`src/rtl/switch_pkg.sv`:
```
// Shared switch types: default field widths, port split constant, FIFO beat layout.
package switch_pkg;

    localparam int DEF_ADDR_WIDTH = 8;
    localparam int DEF_DATA_WIDTH = 16;

    // Addresses at or above ADDR_DIV route to port B, the rest to port A.
    localparam logic [DEF_ADDR_WIDTH-1:0] ADDR_DIV = 8'h80;

    typedef struct packed {
        logic [DEF_ADDR_WIDTH-1:0] addr;
        logic [DEF_DATA_WIDTH-1:0] data;
    } sw_beat_t;

    function automatic logic is_port_b(input logic [DEF_ADDR_WIDTH-1:0] addr);
        return (addr >= ADDR_DIV);
    endfunction

    // Saturating statistics counter step; a clear in the same cycle as an increment leaves 1.
    function automatic logic [31:0] stat_next(input logic [31:0] cur, input logic inc,
                                              input logic clr);
        logic [31:0] nxt;
        nxt = cur;
        if (clr) begin
            nxt = {31'd0, inc};
        end else if (inc && (cur != 32'hFFFF_FFFF)) begin
            nxt = cur + 32'd1;
        end
        return nxt;
    endfunction

endpackage

```
`src/rtl/switch_port_buffer_if.sv`:
```
// Port-buffer bundle: routed beats in, FIFO head out, occupancy and overflow status.
// Stats counters appear only when SWITCH_PORT_BUF_STATS_EN is defined.
interface switch_port_buffer_if
    import switch_pkg::*;
#(
    parameter int ADDR_WIDTH = DEF_ADDR_WIDTH,
    parameter int DATA_WIDTH = DEF_DATA_WIDTH,
    parameter int DEPTH      = 8,
    localparam int LVL_W     = $clog2(DEPTH + 1)
);

    logic                  in_vld;
    logic [ADDR_WIDTH-1:0] in_addr;
    logic [DATA_WIDTH-1:0] in_data;
    logic                  out_vld;
    logic                  out_rdy;
    logic [ADDR_WIDTH-1:0] out_addr;
    logic [DATA_WIDTH-1:0] out_data;
    logic [LVL_W-1:0]      level;
    logic                  ovf;
    logic                  ovf_clr;
`ifdef SWITCH_PORT_BUF_STATS_EN
    logic [31:0]           acc_cnt;
    logic [31:0]           drop_cnt;
`endif

    modport master (
        output in_vld, in_addr, in_data, out_rdy, ovf_clr,
`ifdef SWITCH_PORT_BUF_STATS_EN
        input  acc_cnt, drop_cnt,
`endif
        input  out_vld, out_addr, out_data, level, ovf
    );

    modport slave (
        input  in_vld, in_addr, in_data, out_rdy, ovf_clr,
`ifdef SWITCH_PORT_BUF_STATS_EN
        output acc_cnt, drop_cnt,
`endif
        output out_vld, out_addr, out_data, level, ovf
    );

endinterface

```
`src/rtl/switch_fifo_mem.sv`:
```
// FIFO storage: DEPTH beats, one synchronous write port, one asynchronous read port.
// Latency: write visible on read port the cycle after the edge. No backpressure; no reset on contents.
module switch_fifo_mem
    import switch_pkg::*;
#(
    parameter int DEPTH  = 8,
    localparam int PTR_W = $clog2(DEPTH)
) (
    input  logic             clk,
    input  logic             wr_en_i,
    input  logic [PTR_W-1:0] wr_ptr_i,
    input  sw_beat_t         wr_beat_i,
    input  logic [PTR_W-1:0] rd_ptr_i,
    output sw_beat_t         rd_beat_o
);

    sw_beat_t mem_q [DEPTH];

    always_ff @(posedge clk) begin
        if (wr_en_i) begin
            mem_q[wr_ptr_i] <= wr_beat_i;
        end
    end

    assign rd_beat_o = mem_q[rd_ptr_i];

endmodule

```
`src/rtl/switch_port_buffer.sv`:
```
// Per-port egress FWFT buffer behind the address switch; drops and flags beats when full.
// Latency: 1 cycle write-to-head. Backpressure: out_rdy only drains; the switch side never stalls.
// SWITCH_PORT_BUF_STATS_EN adds saturating accepted/dropped beat counters.
module switch_port_buffer
    import switch_pkg::*;
#(
    parameter int ADDR_WIDTH = DEF_ADDR_WIDTH,
    parameter int DATA_WIDTH = DEF_DATA_WIDTH,
    parameter int DEPTH      = 8
) (
    input  logic clk,
    input  logic rstn,
    switch_port_buffer_if.slave bus
);

    localparam int PTR_W = $clog2(DEPTH);
    localparam int LVL_W = $clog2(DEPTH + 1);

    logic [PTR_W-1:0]      wptr_q, wptr_d;
    logic [PTR_W-1:0]      rptr_q, rptr_d;
    logic [LVL_W-1:0]      level_q, level_d;
    logic                  ovf_q, ovf_d;
    logic                  out_vld;
    logic                  push, pop, drop;
    sw_beat_t              wr_beat, rd_beat;
    logic [ADDR_WIDTH-1:0] head_addr;
    logic [DATA_WIDTH-1:0] head_data;

    // out_vld comes from the registered level only, so out_rdy cannot loop back into it.
    assign out_vld = (level_q != '0);
    assign pop     = out_vld & bus.out_rdy;
    assign push    = bus.in_vld & ((level_q != LVL_W'(DEPTH)) | pop);
    assign drop    = bus.in_vld & ~push;

    always_comb begin
        wptr_d  = wptr_q;
        rptr_d  = rptr_q;
        level_d = level_q;
        ovf_d   = ovf_q;
        if (push) begin
            wptr_d = wptr_q + PTR_W'(1);
        end
        if (pop) begin
            rptr_d = rptr_q + PTR_W'(1);
        end
        case ({push, pop})
            2'b10:   level_d = level_q + LVL_W'(1);
            2'b01:   level_d = level_q - LVL_W'(1);
            default: level_d = level_q;
        endcase
        if (drop) begin
            ovf_d = 1'b1;
        end else if (bus.ovf_clr) begin
            ovf_d = 1'b0;
        end
    end

    always_ff @(posedge clk or negedge rstn) begin
        if (!rstn) begin
            wptr_q  <= '0;
            rptr_q  <= '0;
            level_q <= '0;
            ovf_q   <= 1'b0;
        end else begin
            wptr_q  <= wptr_d;
            rptr_q  <= rptr_d;
            level_q <= level_d;
            ovf_q   <= ovf_d;
        end
    end

    assign wr_beat.addr = bus.in_addr;
    assign wr_beat.data = bus.in_data;

    switch_fifo_mem #(
        .DEPTH (DEPTH)
    ) u_mem (
        .clk       (clk),
        .wr_en_i   (push),
        .wr_ptr_i  (wptr_q),
        .wr_beat_i (wr_beat),
        .rd_ptr_i  (rptr_q),
        .rd_beat_o (rd_beat)
    );

    // Head is masked to zero while empty so stale storage never leaks out.
    assign head_addr    = out_vld ? rd_beat.addr : '0;
    assign head_data    = out_vld ? rd_beat.data : '0;
    assign bus.out_vld  = out_vld;
    assign bus.out_addr = head_addr;
    assign bus.out_data = head_data;
    assign bus.level    = level_q;
    assign bus.ovf      = ovf_q;

`ifdef SWITCH_PORT_BUF_STATS_EN
    logic [31:0] acc_cnt_q, acc_cnt_d;
    logic [31:0] drop_cnt_q, drop_cnt_d;

    assign acc_cnt_d  = stat_next(acc_cnt_q, push, bus.ovf_clr);
    assign drop_cnt_d = stat_next(drop_cnt_q, drop, bus.ovf_clr);

    always_ff @(posedge clk or negedge rstn) begin
        if (!rstn) begin
            acc_cnt_q  <= '0;
            drop_cnt_q <= '0;
        end else begin
            acc_cnt_q  <= acc_cnt_d;
            drop_cnt_q <= drop_cnt_d;
        end
    end

    assign bus.acc_cnt  = acc_cnt_q;
    assign bus.drop_cnt = drop_cnt_q;
`endif

endmodule

```
`src/flat_wrapper.sv`:
```
// flat-port wrapper written by rule: the top's interface ports become plain ports
module switch_port_buffer_flat import switch_pkg::*;
#(
    parameter int ADDR_WIDTH = DEF_ADDR_WIDTH,
    parameter int DATA_WIDTH = DEF_DATA_WIDTH,
    parameter int DEPTH      = 8
)
  (clk, rstn, bus_in_vld, bus_in_addr, bus_in_data, bus_out_rdy, bus_ovf_clr, bus_out_vld, bus_out_addr, bus_out_data, bus_level, bus_ovf);
  switch_port_buffer_if #(.ADDR_WIDTH(ADDR_WIDTH), .DATA_WIDTH(DATA_WIDTH), .DEPTH(DEPTH)) bus_i ();
  input  logic clk;
  input  logic rstn;
  input wire logic [$bits(bus_i.in_vld)-1:0] bus_in_vld;
  input wire logic [$bits(bus_i.in_addr)-1:0] bus_in_addr;
  input wire logic [$bits(bus_i.in_data)-1:0] bus_in_data;
  input wire logic [$bits(bus_i.out_rdy)-1:0] bus_out_rdy;
  input wire logic [$bits(bus_i.ovf_clr)-1:0] bus_ovf_clr;
  output wire logic [$bits(bus_i.out_vld)-1:0] bus_out_vld;
  output wire logic [$bits(bus_i.out_addr)-1:0] bus_out_addr;
  output wire logic [$bits(bus_i.out_data)-1:0] bus_out_data;
  output wire logic [$bits(bus_i.level)-1:0] bus_level;
  output wire logic [$bits(bus_i.ovf)-1:0] bus_ovf;
  assign bus_i.in_vld = bus_in_vld;
  assign bus_i.in_addr = bus_in_addr;
  assign bus_i.in_data = bus_in_data;
  assign bus_i.out_rdy = bus_out_rdy;
  assign bus_i.ovf_clr = bus_ovf_clr;
  assign bus_out_vld = bus_i.out_vld;
  assign bus_out_addr = bus_i.out_addr;
  assign bus_out_data = bus_i.out_data;
  assign bus_level = bus_i.level;
  assign bus_ovf = bus_i.ovf;
  switch_port_buffer #(.ADDR_WIDTH(ADDR_WIDTH), .DATA_WIDTH(DATA_WIDTH), .DEPTH(DEPTH)) u_core (.clk(clk), .rstn(rstn), .bus(bus_i));
endmodule
```
`config.mk`:
```
export PLATFORM = sky130hd
export DESIGN_NAME = switch_port_buffer_flat
export DESIGN_NICKNAME = d
export VERILOG_FILES = /design/src/rtl/switch_pkg.sv /design/src/rtl/switch_port_buffer_if.sv /design/src/rtl/switch_fifo_mem.sv /design/src/rtl/switch_port_buffer.sv /design/src/flat_wrapper.sv
export SDC_FILE = /design/constraint.sdc
export NUM_CORES = 1
export LEC_CHECK = 0
export ABC_CLOCK_PERIOD_IN_PS = 8400
export BUFFER_PORTS_ARGS = -buffer_cell sky130_fd_sc_hd__buf_2
export CAP_MARGIN = 25
export CORE_AREA = 3 3 125 127
export CTS_CLUSTER_SIZE = 12
export DETAILED_ROUTE_END_ITERATION = 7
export DIE_AREA = 0 0 128 130
export PLACE_DENSITY = 0.73
export SETUP_SLACK_MARGIN = 0.5
export SLEW_MARGIN = 20
export SYNTH_ARGS = -nofsm -noshare
export SYNTH_HDL_FRONTEND = slang
export SYNTH_SLANG_ARGS = --single-unit
export TNS_END_PERCENT = 10
```
`constraint.sdc`:
```
create_clock -name clk -period 8.4 [get_ports clk]
set_clock_uncertainty 0.1 [all_clocks]
set_input_delay 0.84 -clock clk [delete_from_list [all_inputs] [get_ports clk]]
set_output_delay 0.84 -clock clk [all_outputs]
set_load 0.005 [all_outputs]
```
Word level (Yosys, flattened, before mapping):

Memories as Yosys holds them, arrays and structs flattened.
Index checks and enable logic that the tools add are counted.

* bits of input ports: 29
* memories kept: 1
* register bits: 11
* output and inout bits: 30
* ROM bits: 0
* latch bits: 0
* word-level logic and storage cells: 27
* bits in writable memories: 192

* order comparisons: 0
* shifts and indexed selects: 0
* bitwise gates (word level): 5
* reduce and logical (&&, ||, !) cells: 3
* add/subtract/negate cells: 4
* $mul: 0
* equality and inequality tests: 3
* multiplexer cells: 7
* divide/modulo/power cells: 0

Memories
* u_core.u_mem.mem_q: depth 8, bits a word 24, read ports 1, clocked after memory_dff 0, wr ports 1, line switch_fifo_mem.sv:17 `sw_beat_t mem_q [DEPTH];`

Operators by type and width (number)
* $mux W16: 1
* $mux W8: 1
* $pmux W4 S2: 1
* $add A3 B1 Y3 const B: 2
* $add A4 B1 Y4 const B: 1
* $mux W1: 4
* $ne A4 B4 Y1 const B: 1
* $reduce_bool A2 Y1: 2
* $reduce_bool A4 Y1: 1
* $sub A4 B1 Y4 const B: 1
* $and A1 B1 Y1: 3
* $eq A2 B1 Y1 const B: 1
* $eq A2 B2 Y1 const B: 1
* $not A1 Y1: 1
* $or A1 B1 Y1: 1

Logic depth before layout (Yosys ltp):

Gate-level depths: netlist (run 1).

* word-level depth: 7
* mapped depth: 8
* gate-level depth less buffers: 7

Hierarchy:

A second synthesis (run 1) with hierarchy kept.

* cell total of the unflattened synthesis: 372
* area, all modules: 8125.3 µm²

Modules (own cells, without submodules)
* switch_fifo_mem: area each 7317.0 µm², sequential area each 5765.5 µm², cells an instance 290, instances 1
* switch_port_buffer: area each 808.3 µm², sequential area each 275.3 µm², cells an instance 82, instances 1

Worst setup path after synthesis (run 1):

OpenSTA, ideal clock, no wires.

* path kind: input-to-reg
* start point: input bus_out_rdy
* end point: memory u_core.u_mem.mem_q[0][0] (netlist name) (enable)
* buffers on the path: 0
* setup time: 435 ps
* cell stages on the path: 3
* required time: 7865 ps
* data arrival time: 2922 ps
* setup slack: 4942 ps
* cells stage by stage: o21a_4 or2b_1 nor3_1

* longest elaborated chain between the ends: 5

RTL lines
* start: declaration: line flat_wrapper.sv:15 `input wire logic [$bits(bus_i.out_rdy)-1:0] bus_out_rdy;`
* $and A1 B1 Y1: line switch_port_buffer.sv:31 `assign pop = out_vld & bus.out_rdy;`
* $or A1 B1 Y1: line switch_port_buffer.sv:32 `assign push = bus.in_vld & ((level_q != LVL_W'(DEPTH)) | pop);`
* $and A1 B1 Y1: line switch_port_buffer.sv:32
* $mux W1: line switch_fifo_mem.sv:20 `if (wr_en_i) begin`
* $mux W1 (not written as such): line switch_fifo_mem.sv:21 `mem_q[wr_ptr_i] <= wr_beat_i;`
* end: declaration: line switch_fifo_mem.sv:17

No other way between the ends.

Worst setup path after layout (run 1):

* start point: register u_core.rptr_q[0]
* end point: output bus_out_addr[2]

* longest elaborated chain between the ends: 2

RTL lines
* start: declaration: line switch_port_buffer.sv:20 `logic [PTR_W-1:0] rptr_q, rptr_d;`
* start signal: assignment: line switch_port_buffer.sv:66 `rptr_q <= rptr_d;`
* $mem_v2 Z8 W24
* $mux W8: line switch_port_buffer.sv:87 `assign head_addr = out_vld ? rd_beat.addr : '0;`
* end: declaration: line flat_wrapper.sv:18 `output wire logic [$bits(bus_i.out_addr)-1:0] bus_out_addr;`

No other way between the ends.

==> results.cfg, run 1 <==
[outcome]
outcome = complete, no violations

[floorplan]
start_util = 0.551
rows = 44
dieArea_mm2 = 0.0166
die_h_um = 130
core_mm2 = 0.0145
dieWidth_um = 128
io_pins = 59

[run]
drv_cap = 0

[clocking]
cts.path.max_buffers = 3
htreeDepth = 1
cts_buffers = 22
clk_latency_ns = 0.49
cts_resized = 0
clock-root-buffer = clkbuf_16
cts_sinks = 203
tritoncts = built
ctsHoldBuffers = 0
cts_setup_buffers = 0
path_clk_slew_ns = 0.06

[placed_design]
hpwl_um = 8400
place.gp.congestion = 0.773
io_buffers = 58

[timing]
maxSlewHeadroom = 0.367
fmax_mhz = 280
rsz0062_at_grt = false
hold_slack_ns = 0.116
hold_viol = 0
setup_tns_ns = 0
finalCriticalPeriod_ns = 3.57
worst_pin_slew_ns = 0.942
post-route-period-util = 0.425
setup_viol = 0
slew_violations = 0

[critical_path]
crit_path_end_kind = primary output
cp_data_arrival_time_ns = 2.63
r2r_setup_slack_ns = 5.72
rr_endpoint = u_core.bus.level[1]
timing.rr.start = u_core.bus.level[3]
cp_max_fo = 26
cp-endpoint = bus_out_addr[2]
worstSetupStartpointType = register
crit_type = reg2out
reg2reg_depth = 7
crit_path_start = u_core.rptr_q[0]
cp.required_ns = 7.46

[detailed_routing]
avgRoutedWirePerCell_um = 22.8
routed-via-count = 3877
routed_wl_um = 14900
ant_nets = 0
dr.pass1.iters = 5
drc = 0
drt_iter0_drc = 354
viasPerCell = 5.93

[power_and_ir_drop]
powerDensity_mw_per_mm2 = 348
pwr-share-seq = 0.438
leakage_nw = 3.16
p_sw_frac = 0.294
power.total_mw = 3.21
p_int_mw = 2.26
combinationalPowerShare = 0.296
p_switching_uw = 943
clockPowerShare = 0.265
ir_drop_v = 0.000205

[global_routing]
antenna_found_initial = 0
grt_max_degree = 51
grt_pass1_vias = 4073
grt_pass1_wl_um = 23700
grt_overflow = 0
track_usage = 0.187

[yosys]
synthFlopType = edfxtp_1
ys_seq_elements = 203
yosysSeqAreaShare = 0.755
synth_edf_count = 192
syn_avg_cell_area_um2 = 20.9
yosys_warnings = 0
netlist.top_cell.by_area = edfxtp_1
synth.distinct_cells = 35
async_flop_share = 0.0542
synth_top_area_share = 0.720
syn_nets = 417
synthTopCellsByArea = edfxtp_1 (72%), mux4_2 (14%), dfrtp_1 (3.4%), mux2i_1 (3.3%), nor2_1 (1.5%)
synth_area_mm2 = 0.00800
synthCells = 383

[finish]
antennaDiodeCount = 0
area_growth_pct = 15.2
layout-drive-gt1-share = 0.345
nets = 494

[worst_hold_path]
hp-class = in2async
## Yosys cell counts (2+ instances only)
cell,n
nand2b_1,5
nand3_1,3
nor2_1,32
nor3_1,3
inv_1,5
ha_1,4
a21oi_1,5
mux2i_1,26
buf_2,7
clkbuf_1,9
nand2_1,6
o22ai_1,2
mux4_2,48
xnor2_1,3
xor2_1,2
edfxtp_1,192
o21ai_0,3
dfrtp_1,11
## power groups by stage
stage | Clock [mW] | Combinational [mW] | Sequential (mW)
4_1_cts | 0.866 | 0.922 | 1.44
5_1_grt | 0.917 | 1.04 | 1.43
3_5_place_dp | 0 | 0.916 | 1.46
3_3_place_gp | 0 | 0.890 | 1.45
6_report | 0.851 | 0.950 | 1.41
2_1_floorplan | 0 | 0.691 | 1.35
## stage by stage
stage               instances  setup slack (ns)  cell area [µm²]   util
floorplan                 383              4.94             8000      -
global placement          618              5.25             8550  0.588
detailed placement        619              5.18             8560  0.589
CTS                       653              4.66             9200  0.633
global route              654              4.63             9220  0.634
finish                    654              4.83             9220  0.634
## metal layers
| layer | vias to the layer above | share of wire | GRT usage |
|---|---|---|---|
| met1 | 2037 | 0.42 | 0.265 |
| li1 | 1706 | - | - |
| met5 | - | 0 | 0 |
| met3 | 23 | 0.051 | 0.0303 |
| met2 | 111 | 0.51 | 0.313 |
| met4 | 0 | 0.018 | 0.0424 |
## area by class of cell
type                    count  area (µm²)
multi-input cells         157        1880
repair buffers             71         404
clock buffers              28         604
inverters                   5        18.8
well taps                 184         230
clock inverters             6        33.8
flip-flops and latches    203        6050
fillers                  1003        5320
## logic make-up (layout without fill, tap and decap cells)
kind of cell / after synthesis / after routing / share of synthesized area
and+or+nand+nor: 55 / 55 / 0.0335
buffers and inverters: 23 / 110 / 0.0133
xor gates and xnor gates: 5 / 5 / 0.00547
AOI/OAI and AO/OA: 16 / 16 / 0.0133
adders and majority gates: 5 / 5 / 0.00876
muxes: 76 / 76 / 0.171
DFF: 203 / 203 / 0.755
## registers in the layout (all words and copies together) (netlist names)
name and count:
u_core.bus.level 4, u_core.bus.ovf 1, u_core.wptr_q 3, u_core.rptr_q 3
u_core.u_mem.mem_q 192
## critical path: stages (launching register included)
cell and delay (ns):
dfrtp_4 0.77, buf_12 0.30, mux4_2 0.54, mux2i_1 0.26, nor2_1 0.07, buf_2 0.16
## worst min-delay path by stage
stage | start | end | slack [ns] | cells after the start
3_5_place_dp | u_core.wptr_q[0] | u_core.wptr_q[0] | 0.41 | 1
4_1_cts | rstn | u_core.rptr_q[2] | 0.12 | 1
5_1_grt | rstn | u_core.bus.ovf | 0.12 | 1
2_1_floorplan | u_core.wptr_q[0] | u_core.wptr_q[0] | 0.38 | 1
3_3_place_gp | u_core.wptr_q[0] | u_core.wptr_q[0] | 0.41 | 1
6_report | rstn | u_core.bus.ovf | 0.12 | 1
## layout by cell type (no fill, tap or decap), types with 2 or more instances in the layout
cell,netlist,routed
edfxtp_1,192,192
buf_2,7,58
mux4_2,48,48
nor2_1,32,26
mux2i_1,26,26
clkbuf_16,0,23
buf_4,1,11
dfrtp_1,11,9
nand2_1,6,6
nor2_2,0,6
inv_1,5,5
nand2b_1,5,5
a21oi_1,5,5
ha_1,4,4
clkbuf_1,9,4
xnor2_1,3,3
o21ai_0,3,3
nand3_1,3,3
nor3_2,0,2
xor2_1,2,2
o22ai_1,2,2
clkinv_1,0,2
clkinv_2,0,2
Note: power is estimated with default switching activity, not from simulation.
==> run 2, diff against run 1 <==
--- a/config.mk
+++ b/config.mk
@@ -5,14 +5,14 @@
 export SDC_FILE = /design/constraint.sdc
 export NUM_CORES = 1
 export LEC_CHECK = 0
-export ABC_CLOCK_PERIOD_IN_PS = 8400
+export ABC_CLOCK_PERIOD_IN_PS = 3100
 export BUFFER_PORTS_ARGS = -buffer_cell sky130_fd_sc_hd__buf_2
 export CAP_MARGIN = 25
-export CORE_AREA = 3 3 125 127
+export CORE_AREA = 3 3 126 128
 export CTS_CLUSTER_SIZE = 12
 export DETAILED_ROUTE_END_ITERATION = 7
-export DIE_AREA = 0 0 128 130
-export PLACE_DENSITY = 0.73
+export DIE_AREA = 0 0 129 131
+export PLACE_DENSITY = 0.75
 export SETUP_SLACK_MARGIN = 0.5
 export SLEW_MARGIN = 20
 export SYNTH_ARGS = -nofsm -noshare
==> constraint.sdc (replaced) <==
create_clock -name clk -period 3.1 [get_ports clk]
set_clock_uncertainty 0.1 [all_clocks]
set_input_delay 0.31 -clock clk [delete_from_list [all_inputs] [get_ports clk]]
set_output_delay 0.31 -clock clk [all_outputs]
set_load 0.005 [all_outputs]
==> run 2 against run 1 <==
  * Sequential share of layout area decreased by 0.78 points
  * Flip-flop and latch count unchanged
  * Routed wire length about the same
  * Critical path depth unchanged
  * Critical endpoint is now u_core.u_mem.mem_q[2][8]
==> results.cfg, run 2 (synthesized netlist as in run 1, its figures left out) <==
[outcome]
outcome = complete, no violations

[critical_path]
crit_path_end_kind = register
r2r_setup_slack_ns = 0.43
timing.rr.start = u_core.bus.level[1]
crit_type = reg2reg
reg2reg_depth = 5
cp_max_fo = 13
rr_endpoint = u_core.u_mem.mem_q[2][8]
worstSetupStartpointType = register
cp_data_arrival_time_ns = 2.73
cp.required_ns = 3.17

[global_routing]
track_usage = 0.179
grt_overflow = 0
antenna_found_initial = 0
grt_max_degree = 33
grt_pass1_vias = 4048
grt_pass1_wl_um = 23000

[detailed_routing]
drc = 0
viasPerCell = 5.77
ant_nets = 0
avgRoutedWirePerCell_um = 22.3
drt_iter0_drc = 294
routed-via-count = 3847
routed_wl_um = 14900
dr.pass1.iters = 4

[timing]
finalWorstSetupSlack_ns = 0.433
post-route-period-util = 0.860
fmax_mhz = 375
setup_viol = 0
hold_viol = 0
finalCriticalPeriod_ns = 2.67
hold_slack_ns = 0.0104
worst_pin_slew_ns = 0.735
slew_violations = 0
maxSlewHeadroom = 0.510
rsz0062_at_grt = true

[finish]
antennaDiodeCount = 0
area_growth_pct = 16.6
top_register = u_core.u_mem.mem_q
nets = 507
layout_commonest_cell = edfxtp_1
fin_util = 0.623
layout-drive-gt1-share = 0.338
fillers = 1043
largest_register_ffs = 192
final_cell_mix = edfxtp_1 (192), buf_2 (58), mux4_2 (48)

[floorplan]
start_util = 0.534
die_h_um = 131
io_pins = 59
dieArea_mm2 = 0.0169
core_mm2 = 0.0150
rows = 45
dieWidth_um = 129

[clocking]
path_clk_slew_ns = 0.06
cts_buffers = 21
clk_latency_ns = 0.48
cts_sinks = 203
clock-root-buffer = clkbuf_16
cts.path.max_buffers = 3
htreeDepth = 1
tritoncts = built

[power_and_ir_drop]
powerDensity_mw_per_mm2 = 923
leakage_nw = 3.21
power.total_mw = 8.62
ir_drop_v = 0.000509

[run]
drv_cap = 0

[worst_hold_path]
hold_start = bus_in_addr[0]
hp-class = in2reg
hold_depth = 1
holdPathEnd = u_core.u_mem.mem_q[6][16]

[placed_design]
io_buffers = 58
pre_cts_slack_ns = 0.416
place.gp.congestion = 0.752
hpwl_um = 8820
[run 2: what timing repair did]
| item | CTS | global route |
|---|---|---|
| endpoints found under the hold margin | 70 | 0 |
| hold buffers | 11 | 0 |
| gates resized for setup | 2 | 2 |
| endpoints found under the setup margin | 59 | 72 |
| setup buffers | 2 | 0 |
| cloned | 0 | 0 |
[run 2: worst max path at each step]
stage                                 to  depth (start not counted)  slack (ns)           startpoint
4_1_cts        u_core.u_mem.mem_q[4][14]                          5        0.39  u_core.bus.level[1]
3_5_place_dp   u_core.u_mem.mem_q[1][16]                          5        0.42  u_core.bus.level[1]
6_report        u_core.u_mem.mem_q[2][8]                          5        0.43  u_core.bus.level[1]
5_1_grt         u_core.u_mem.mem_q[2][8]                          5        0.30  u_core.bus.level[1]
2_1_floorplan   u_core.u_mem.mem_q[1][0]                          4       -0.03  u_core.bus.level[1]
3_3_place_gp   u_core.u_mem.mem_q[4][20]                          5        0.54  u_core.bus.level[1]
[run 2: through the flow]
stage | setup TNS, ns | instance area (µm²) | std cells
after floorplan | -0.742 | 8010 | 383
after global placement | 0 | 8620 | 625
after detailed placement | 0 | 8620 | 625
after CTS | 0 | 9320 | 667
after global routing | 0 | 9330 | 667
final | 0 | 9330 | 667
[run 2: power by group]
group          switching, mW  internal (mW)
clock network          0.902           1.22
logic                   1.37           1.38
registers              0.274           3.47
[run 2: area by class of cell]
type                            instances  area (µm²)  area share
Clock buffer                           24         537      0.0575
Clock inverter                          5        26.3     0.00282
Inverter                                5        18.8     0.00201
Multi-Input combinational cell        157        1910       0.204
Sequential cell                       203        6050       0.648
Tap cell                              188         235      0.0252
Timing Repair Buffer                   85         562      0.0602
[run 2: worst max-delay path, stage by stage, from the launching register on]
cell     delay (ns)
dfrtp_1        0.56
or4b_4         0.22
o21a_4         0.15
or2b_1         0.35
nor2_2         0.61
buf_4          0.36
[run 2: layer usage]
| layer | GRT usage | routed length, µm | up-vias |
|---|---|---|---|
| met3 | 0.0285 | 807 | 11 |
| met5 | 0 | 0 | - |
| met2 | 0.305 | 7860 | 123 |
| met4 | 0.0358 | 116 | 0 |
| met1 | 0.252 | 6100 | 1981 |
| li1 | - | - | 1732 |
==> run 3, diff against run 2 <==
--- a/config.mk
+++ b/config.mk
@@ -13,7 +13,6 @@
 export DETAILED_ROUTE_END_ITERATION = 7
 export DIE_AREA = 0 0 129 131
 export PLACE_DENSITY = 0.75
-export SETUP_SLACK_MARGIN = 0.5
 export SLEW_MARGIN = 20
 export SYNTH_ARGS = -nofsm -noshare
 export SYNTH_HDL_FRONTEND = slang
==> run 3 against run 2 <==
  * Routed wire length fell by 0.12%
  * Flip-flop and latch count stayed put
  * Critical path type is now reg2out
  * Power decreased by 0.57%
==> results.cfg, run 3 (synthesized netlist as in run 1, its figures left out) <==
[clocking]
cts_resized = 0
path_clk_slew_ns = 0.06
tritoncts = built
ctsHoldBuffers = 11
clk_latency_ns = 0.48
cts_sinks = 203
cts_setup_buffers = 0
cts.path.max_buffers = 3
cts_buffers = 21
clock-root-buffer = clkbuf_16
htreeDepth = 1

[detailed_routing]
drc = 0
drt_iter0_drc = 362
avgRoutedWirePerCell_um = 22.4
routed-via-count = 3862
ant_nets = 0
dr.pass1.iters = 4
viasPerCell = 5.81
routed_wl_um = 14900

[power_and_ir_drop]
pwr-share-seq = 0.442
ir_drop_v = 0.000509
combinationalPowerShare = 0.310
clockPowerShare = 0.248
p_int_mw = 6.04
power.total_mw = 8.57
leakage_nw = 3.19
powerDensity_mw_per_mm2 = 922
p_sw_frac = 0.295
p_switching_mw = 2.53

[placed_design]
place_inst = 625
hpwl_um = 8820
io_buffers = 58
place.gp.congestion = 0.752

[timing]
maxSlewHeadroom = 0.348
post-route-period-util = 0.893
slew_violations = 0
hold_viol = 0
setup_tns_ns = 0
finalCriticalPeriod_ns = 2.77
fmax_mhz = 361
worst_pin_slew_ns = 0.973
rsz0062_at_grt = false
hold_slack_ns = 0.00735
setup_viol = 0

[outcome]
outcome = complete, no violations

[finish]
final_cell_mix = edfxtp_1 (192), buf_2 (58), mux4_2 (48)
area_growth_pct = 16.1
instances_no_fill = 665
layout_commonest_cell = edfxtp_1
largest_register_ffs = 192
top_register = u_core.u_mem.mem_q
nets = 505
antennaDiodeCount = 0
layout-drive-gt1-share = 0.333

[critical_path]
reg2reg_depth = 5
cp_max_fo = 20
cp.required_ns = 2.69
cp_data_arrival_time_ns = 2.36
timing.rr.start = u_core.bus.level[1]
crit_type = reg2out
worstSetupStartpointType = register
rr_endpoint = u_core.u_mem.mem_q[4][22]
crit_path_end_kind = primary output
r2r_setup_slack_ns = 0.44

[floorplan]
rows = 45
dieWidth_um = 129
dieArea_mm2 = 0.0169
core_mm2 = 0.0150
die_h_um = 131
start_util = 0.534
io_pins = 59

[global_routing]
track_usage = 0.178
grt_pass1_wl_um = 22900
antenna_found_initial = 0
grt_max_degree = 33
grt_pass1_vias = 4043
grt_overflow = 0

[worst_hold_path]
hold_start = bus_in_data[7]
hold_depth = 1
hp-class = in2reg
holdPathEnd = u_core.u_mem.mem_q[1][7]

[run]
drv_cap = 0
==> run 3: worst max path at each step <==
stage / from / endpoint / slack [ns]
global route: u_core.rptr_q[0] / bus_out_addr[2] / 0.14
global placement: u_core.bus.level[1] / u_core.u_mem.mem_q[4][20] / 0.54
finish: u_core.rptr_q[0] / bus_out_addr[7] / 0.33
detailed placement: u_core.bus.level[1] / u_core.u_mem.mem_q[1][16] / 0.42
floorplan: u_core.bus.level[1] / u_core.u_mem.mem_q[1][0] / -0.03
CTS: u_core.rptr_q[0] / bus_out_addr[2] / 0.26
==> run 3: power groups by stage <==
stage	clock network (mW)	logic, mW	registers [mW]
2_1_floorplan	0	1.87	3.66
3_3_place_gp	0	2.64	3.82
3_5_place_dp	0	2.69	3.85
4_1_cts	2.18	2.73	3.80
5_1_grt	2.28	2.92	3.84
6_report	2.13	2.66	3.79
==> run 3: per-layer routing <==
metal  wire length (µm)  vias up  part of all wire  global-route usage
met2               7660      118              0.52               0.303
met5                  0        -                 0                   0
li1                   -     1728                 -                   -
met3                854       17             0.057              0.0285
met1               6220     1999              0.42               0.251
met4                137        0            0.0092              0.0352
==> run 3: worst max-delay path: stages (launching register included) <==
cell and delay (ns):
dfrtp_4 0.69, buf_12 0.24, mux4_2 0.52, mux2i_1 0.22, nor2_1 0.06, buf_2 0.14
==> run 3: final cells by class <==
type                            instances  area (µm²)
Fill cell                            1045        5680
Timing Repair Buffer                   83         543
Clock buffer                           24         537
Tap cell                              188         235
Multi-Input combinational cell        157        1890
Sequential cell                       203        6050
Clock inverter                          5        26.3
Inverter                                5        18.8
==> run 3: stage by stage <==
stage	utilization	cell area [µm²]	worst slack [ns]
after CTS	0.620	9290	0.260
after global routing	0.620	9290	0.143
after detailed placement	0.576	8620	0.416
final	0.620	9290	0.333
after floorplan	-	8010	-0.0309
after global placement	0.576	8620	0.536
